## src/rtl/ad9783_pkg.sv

```systemverilog
// AD9783 SPI responder shared definitions.
// Instruction layout, register map constants, reset defaults, FSM states.
package ad9783_pkg;

  localparam int INSTR_RW_BIT   = 7;
  localparam int INSTR_N_MSB    = 6;
  localparam int INSTR_N_LSB    = 5;
  localparam int INSTR_ADDR_MSB = 4;

  localparam logic       RW_READ      = 1'b1;
  localparam logic [4:0] ADDR_REV     = 5'h1F;
  localparam logic [4:0] ADDR_CTRL    = 5'h00;
  localparam int         SOFT_RST_BIT = 5;

  localparam logic [7:0] REG_DEFAULTS [32] = '{
    8'h00, 8'h00, 8'h80, 8'h00, 8'h34, 8'h1C, 8'h0F, 8'h0F,
    8'h00, 8'h00, 8'hEF, 8'h01, 8'h00, 8'h00, 8'h55, 8'h00,
    8'h00, 8'h00, 8'h00, 8'h00, 8'h00, 8'h00, 8'h00, 8'h00,
    8'h00, 8'h00, 8'h00, 8'h00, 8'h00, 8'h00, 8'h00, 8'h00
  };

  typedef enum logic [2:0] {
    ST_IDLE,
    ST_INSTR,
    ST_WDATA,
    ST_RDATA,
    ST_DONE
  } spi_state_e;

endpackage

```

## src/rtl/spi_edge_sync.sv

```systemverilog
// Multi-stage synchronizer for an asynchronous pin.
// Emits the synchronized level plus registered rise/fall pulses.
module spi_edge_sync #(
  parameter int   STAGES = 2,
  parameter logic INIT   = 1'b0
) (
  input  logic clk_in,
  input  logic rst_in,
  input  logic i_d,
  output logic o_level,
  output logic o_rise,
  output logic o_fall
);

  logic [STAGES-1:0] r_sync;
  logic              r_prev;
  logic              r_rise;
  logic              r_fall;

  // Synchronize pin, then compare against previous level for edges
  always_ff @(posedge clk_in) begin
    if (!rst_in) begin
      r_sync <= {STAGES{INIT}};
      r_prev <= INIT;
      r_rise <= 1'b0;
      r_fall <= 1'b0;
    end else begin
      r_sync <= {r_sync[STAGES-2:0], i_d};
      r_prev <= r_sync[STAGES-1];
      r_rise <= r_sync[STAGES-1] & ~r_prev;
      r_fall <= ~r_sync[STAGES-1] & r_prev;
    end
  end

  assign o_level = r_prev;
  assign o_rise  = r_rise;
  assign o_fall  = r_fall;

endmodule

```

## src/rtl/ad9783_spi_responder.sv

```systemverilog
// AD9783-style SPI register-port responder with a 32x8 register file.
// Serves SPI writes/reads and exposes the register file to local logic.
module ad9783_spi_responder
  import ad9783_pkg::*;
#(
  parameter int         SYNC_STAGES = 2,
  parameter logic [7:0] REV_ID      = 8'h03
) (
  input  logic       clk_in,
  input  logic       rst_in,
  input  logic       spi_scs_in,
  input  logic       spi_sck_in,
  input  logic       spi_sdi_in,
  output logic       spi_sdo_out,
  output logic       spi_sdo_oe_out,
  input  logic [4:0] reg_addr_in,
  output logic [7:0] reg_data_out,
  output logic       wr_stb_out,
  output logic [4:0] wr_addr_out,
  output logic [7:0] wr_data_out
);

  logic w_scs_lvl, w_scs_rise, w_scs_fall;
  logic w_sck_lvl, w_sck_rise, w_sck_fall;
  logic w_sdi, w_sdi_rise, w_sdi_fall;
  logic w_unused;

  spi_edge_sync #(.STAGES(SYNC_STAGES), .INIT(1'b1)) u_scs (
    .clk_in (clk_in),
    .rst_in (rst_in),
    .i_d    (spi_scs_in),
    .o_level(w_scs_lvl),
    .o_rise (w_scs_rise),
    .o_fall (w_scs_fall)
  );

  spi_edge_sync #(.STAGES(SYNC_STAGES), .INIT(1'b0)) u_sck (
    .clk_in (clk_in),
    .rst_in (rst_in),
    .i_d    (spi_sck_in),
    .o_level(w_sck_lvl),
    .o_rise (w_sck_rise),
    .o_fall (w_sck_fall)
  );

  spi_edge_sync #(.STAGES(SYNC_STAGES), .INIT(1'b0)) u_sdi (
    .clk_in (clk_in),
    .rst_in (rst_in),
    .i_d    (spi_sdi_in),
    .o_level(w_sdi),
    .o_rise (w_sdi_rise),
    .o_fall (w_sdi_fall)
  );

  assign w_unused = ^{w_scs_lvl, w_sck_lvl, w_sdi_rise, w_sdi_fall};

  spi_state_e r_state;
  logic [2:0] r_bitcnt;
  logic [6:0] r_shift;
  logic [1:0] r_nleft;
  logic [4:0] r_addr;
  logic [7:0] r_sdo_sr;
  logic       r_sdo;
  logic       r_oe;
  logic       r_wr_stb;
  logic [4:0] r_wr_addr;
  logic [7:0] r_wr_data;
  logic       r_soft_rst;
  logic [7:0] r_regs [32];

  logic [7:0] w_shift_nx;
  logic [4:0] w_instr_addr;
  logic       w_scs_evt;
  logic       w_commit;

  function automatic logic [7:0] rd_reg(input logic [4:0] a);
    return (a == ADDR_REV) ? REV_ID : r_regs[a];
  endfunction

  assign w_shift_nx   = {r_shift, w_sdi};
  assign w_instr_addr = w_shift_nx[INSTR_ADDR_MSB:0];
  assign w_scs_evt    = w_scs_fall | w_scs_rise;
  assign w_commit     = (r_state == ST_WDATA) && w_sck_rise &&
                        (r_bitcnt == 3'd7) && (r_addr != ADDR_REV) &&
                        !w_scs_evt;

  // Register file: reset/soft-reset defaults, SPI byte commits
  always_ff @(posedge clk_in) begin
    if (!rst_in || r_soft_rst) begin
      for (int i = 0; i < 32; i++) r_regs[i] <= REG_DEFAULTS[i];
    end else if (w_commit) begin
      r_regs[r_addr] <= w_shift_nx;
    end
  end

  // SPI transaction sequencing, shifters and registered outputs
  always_ff @(posedge clk_in) begin
    if (!rst_in) begin
      r_state    <= ST_IDLE;
      r_bitcnt   <= '0;
      r_shift    <= '0;
      r_nleft    <= '0;
      r_addr     <= '0;
      r_sdo_sr   <= '0;
      r_sdo      <= 1'b0;
      r_oe       <= 1'b0;
      r_wr_stb   <= 1'b0;
      r_wr_addr  <= '0;
      r_wr_data  <= '0;
      r_soft_rst <= 1'b0;
    end else begin
      r_wr_stb   <= 1'b0;
      r_soft_rst <= 1'b0;
      if (w_commit) begin
        r_wr_stb   <= 1'b1;
        r_wr_addr  <= r_addr;
        r_wr_data  <= w_shift_nx;
        r_soft_rst <= (r_addr == ADDR_CTRL) &&
                      w_shift_nx[SOFT_RST_BIT];
      end
      if (w_scs_evt) begin
        r_state  <= w_scs_fall ? ST_INSTR : ST_IDLE;
        r_bitcnt <= '0;
        r_oe     <= 1'b0;
        r_sdo    <= 1'b0;
      end else begin
        unique case (r_state)
          ST_INSTR: begin
            if (w_sck_rise) begin
              r_shift  <= w_shift_nx[6:0];
              r_bitcnt <= r_bitcnt + 3'd1;
              if (r_bitcnt == 3'd7) begin
                r_nleft <= w_shift_nx[INSTR_N_MSB:INSTR_N_LSB];
                r_addr  <= w_instr_addr;
                if (w_shift_nx[INSTR_RW_BIT] == RW_READ) begin
                  r_state  <= ST_RDATA;
                  r_sdo_sr <= rd_reg(w_instr_addr);
                  r_oe     <= 1'b1;
                end else begin
                  r_state <= ST_WDATA;
                end
              end
            end
          end
          ST_WDATA: begin
            if (w_sck_rise) begin
              r_shift  <= w_shift_nx[6:0];
              r_bitcnt <= r_bitcnt + 3'd1;
              if (r_bitcnt == 3'd7) begin
                r_addr <= r_addr - 5'd1;
                if (r_nleft == 2'd0) r_state <= ST_DONE;
                else r_nleft <= r_nleft - 2'd1;
              end
            end
          end
          ST_RDATA: begin
            if (w_sck_fall) begin
              r_sdo <= r_sdo_sr[7];
              if (r_bitcnt == 3'd7) begin
                r_sdo_sr <= rd_reg(r_addr - 5'd1);
                r_addr   <= r_addr - 5'd1;
              end else begin
                r_sdo_sr <= {r_sdo_sr[6:0], 1'b0};
              end
            end else if (w_sck_rise) begin
              r_bitcnt <= r_bitcnt + 3'd1;
              if (r_bitcnt == 3'd7) begin
                if (r_nleft == 2'd0) begin
                  r_state <= ST_DONE;
                  r_oe    <= 1'b0;
                  r_sdo   <= 1'b0;
                end else begin
                  r_nleft <= r_nleft - 2'd1;
                end
              end
            end
          end
          ST_IDLE, ST_DONE: begin
          end
        endcase
      end
    end
  end

  assign spi_sdo_out    = r_sdo;
  assign spi_sdo_oe_out = r_oe;
  assign reg_data_out   = rd_reg(reg_addr_in);
  assign wr_stb_out     = r_wr_stb;
  assign wr_addr_out    = r_wr_addr;
  assign wr_data_out    = r_wr_data;

endmodule

```

## config.mk

```make
export PLATFORM = sky130hd
export DESIGN_NAME = ad9783_spi_responder
export DESIGN_NICKNAME = d
export VERILOG_FILES = /design/src/rtl/ad9783_pkg.sv /design/src/rtl/spi_edge_sync.sv /design/src/rtl/ad9783_spi_responder.sv
export SDC_FILE = /design/constraint.sdc
export NUM_CORES = 1
export LEC_CHECK = 0
export CAP_MARGIN = 20
export CELL_PAD_IN_SITES_DETAIL_PLACEMENT = 1
export CELL_PAD_IN_SITES_GLOBAL_PLACEMENT = 2
export CORE_ASPECT_RATIO = 0.75
export CORE_UTILIZATION = 40
export CTS_CLUSTER_DIAMETER = 100
export DETAILED_ROUTE_END_ITERATION = 16
export PLACE_DENSITY_LB_ADDON = 0.1
export SETUP_SLACK_MARGIN = 0.1
export SLEW_MARGIN = 0
export SYNTH_ARGS = -nofsm -noshare
export SYNTH_HDL_FRONTEND = slang
export SYNTH_SLANG_ARGS = --single-unit
export TNS_END_PERCENT = 10
```

## constraint.sdc

```tcl
create_clock -name clk_in -period 2.65 [get_ports clk_in]
set_input_delay 0.53 -clock clk_in [delete_from_list [all_inputs] [get_ports clk_in]]
set_output_delay 0.53 -clock clk_in [all_outputs]
set_load 0.02 [all_outputs]
```

==> results.sh <==
export IMPL_grt_max_degree=53
export IMPL_synth_area_leaders="edfxtp_1, mux4_2, dfxtp_1"
export IMPL_routed_wirelength_um=78300
export IMPL_syn_mean_instance_area_sq_um=12.3
export IMPL_worstMarginPinSlew_ns=1.03
export IMPL_status="complete, but fails checks"
export IMPL_via_count=15575
export IMPL_gp_congestion=1.02
export IMPL_hold_class="flop to flop"
export IMPL_setup_viol=8
export IMPL_reg2regPathDepth=10
export IMPL_hold_path_cell_count=1
export IMPL_design_area_sq_um=23800
export IMPL_drive_gt1_share_pct=35.4
export IMPL_initial_utilization_pct=40.7
export IMPL_wl_per_cell_um=32.2
export IMPL_fillers=4711
export IMPL_required_ns=2.12
export IMPL_via_per_inst=6.41
export IMPL_cts_buffer_depth=3
export IMPL_dp_hpwl_um=57200
export IMPL_utilization_pct=51.6
export IMPL_timing_fmax_mhz=332
export IMPL_rsz0062_at_grt="yes"
export IMPL_drtPass1Iterations=5
export IMPL_crit_path_end_kind="primary output"
export IMPL_syn_to_final_growth_pct=26.9
export IMPL_yosysWarningCount=0
export IMPL_pin_count=34
export IMPL_core_area_sq_um=46100
export IMPL_syn_area_sq_um=18800
export IMPL_report_final_slew_viol_count=0
export IMPL_worstReg2RegStart="r_addr[1]$_SDFFE_PN0P_"
export IMPL_seq_area_sq_um=8860
export IMPL_synthCells=1522
export IMPL_min_period_over_period_pct=114
export IMPL_power_mw=12.8
export IMPL_place_area_sq_um=21700
export IMPL_violations="negative setup slack"
export IMPL_yosysSeqAreaShare_pct=47.2
export IMPL_clk_latency_ns=0.57
export IMPL_cts_tree="built"
export IMPL_synth_top_area_share_pct=41.0
export IMPL_cts_root_buf="clkbuf_16"
export IMPL_cts_buffers=36
export IMPL_die_height_um=190
export IMPL_hold_buffers=0
export IMPL_r2r_slack_ns=0.11
export IMPL_drtAntennaViolNets=0
export IMPL_arrival_ns=2.49
export IMPL_grt_pass1_vias=15173
export IMPL_port_buffers=33
export IMPL_grt_pass1_wl_um=112000
export IMPL_grt_ovfl_total=0
export IMPL_peakVddDrop_mv=0.456
export IMPL_layout_setup_ws_ns=-0.366
export IMPL_synthArstFlopShare_pct=0
export IMPL_final_net_count=1787
export IMPL_grt_antenna_before_repair=3
export IMPL_skew_ns=0.0214
export IMPL_fin_crit_ns=3.02
export IMPL_power_leakage_nw=8.38
export IMPL_drt_iter0_drc=1822
export IMPL_synth_top_cell_by_area="edfxtp_1"
export IMPL_grtUsageTotal_pct=33.0
export IMPL_synth_edf_count=256
export IMPL_fin_hold_ws_ns=0.417
export IMPL_yosysMostFrequentCell="edfxtp_1"
export IMPL_cts_clk_slew_worst_paths_ns=0.06
export IMPL_die_w_um=252
export IMPL_critPathMaxFanout=3
export IMPL_relSlewSlack_pct=31.3
export IMPL_clock_sink_count=314
export IMPL_ys_ff_latch=314
export IMPL_rr_endpoint="r_sdo_sr[3]$_SDFFE_PN0P_"
export IMPL_critPathLaunchType="flop"
export IMPL_powerDensity_nw_per_um2=536
export IMPL_drc_errors=0
export IMPL_holdPathEnd="u_sck.o_rise$_SDFF_PN0_"
export IMPL_ys_flop_type="edfxtp_1"
export IMPL_multi_input_area_sq_um=9610
export IMPL_yosys_top_cells_count="edfxtp_1, mux4_2, and2_1, mux2i_1, nand2_1"
export IMPL_core_rowCount=68
export IMPL_dieArea_sq_um=47800
export IMPL_htreeDepth=2
export IMPL_ys_types=67
export IMPL_criticalPathCategory="flop to primary output"
export IMPL_hold_viol=0
export IMPL_hp_start="u_sck.o_level$_SDFF_PN0_"
export IMPL_max_cap_viol_count=0
worst max-delay path by stage:
stage / from / end / slack, ns / depth (start not counted)
after floorplan: r_bitcnt[0]$_SDFFE_PP0P_ / r_regs[30][0]$_SDFFCE_PN0P_ / -0.07 / 9
after global placement: reg_addr_in[1] / reg_data_out[1] / -0.73 / 8
after detailed placement: reg_addr_in[1] / reg_data_out[1] / -0.74 / 8
after CTS: r_regs[3][1]$_SDFFCE_PN0P_ / reg_data_out[1] / -0.37 / 6
after global routing: r_regs[1][1]$_SDFFCE_PN0P_ / reg_data_out[1] / -0.38 / 6
final: r_regs[15][7]$_SDFFCE_PN0P_ / reg_data_out[7] / -0.37 / 4
timing repair:
| item | CTS | global route |
|---|---|---|
| buffers inserted | 15 | 16 |
| gates cloned | 1 | 1 |
| gates resized for setup | 126 | 68 |
| setup endpoints to repair | 266 | 273 |
| pin swaps | 14 | 15 |
area by class of cell:
cell class	instances	area share (%)
tap	630	3.31
timing repair buffer	355	13.4
clock buffer	46	4.12
multi-input combinational	1051	40.4
antenna	2	0.0210
inverter	11	0.195
sequential	314	37.2
clock inverter	20	1.32
worst max-delay path, stage by stage (launching register included):
cell      delay, ns
edfxtp_1       0.49
mux4_2         0.56
mux4_2         0.50
o211a_1        0.24
buf_6          0.14
per-stage QoR:
step                      worst slack (ns)  cells  TNS, ns
after floorplan                    -0.0661   1529    -7.41
after global placement              -0.729   2328   -12.23
after detailed placement            -0.738   2328    -9.31
after CTS                           -0.371   2410    -1.79
after global routing                -0.379   2427    -1.97
final                               -0.366   2429    -1.66
layer usage:
metal  wire [um]  share of wire [%]  up-vias  GRT usage, %
met5          13              0.017        -             0
met3        7600                9.7      158          6.42
li1            -                  -     6404             -
met2       33300                 43      865          47.3
met4        2580                3.3        2          10.1
met1       34800                 44     8146          49.9
logic make-up after synthesis:
kind of cell / synth area share, %
buf+inv: 4.04
other cells: 0.0200
simple gates: 14.9
fa+ha+maj: 0.534
compound gates: 8.23
xor+xnor: 0.467
mux: 24.6
flops: 47.2
power breakdown:
group | internal [mW] | switching, mW | leakage, nW
Sequential | 5.54 | 0.256 | 2.92
Combinational | 0.699 | 0.638 | 4.83
Clock | 3.41 | 2.21 | 0.622
flip-flops by register name (all words and copies together), names as in the netlist, 3 cells and up:
register	cells
wr_addr_out	5
r_regs	256
wr_data_out	8
r_bitcnt	3
r_addr	5
r_shift	7
r_sdo_sr	8
r_state	3
cell usage in the layout, fill, tap and decap left out, types with 24 or more instances in the layout:
cell type	count
buf_4	281
edfxtp_1	256
mux4_2	146
and2_1	136
nand2_1	98
mux2i_1	90
nor3_1	86
nor2_1	63
dfxtp_1	54
clkbuf_16	39
nand3_1	37
o21ai_1	27
a21oi_1	24
buf_6	24
No activity file was read; power rests on OpenSTA's default activity.
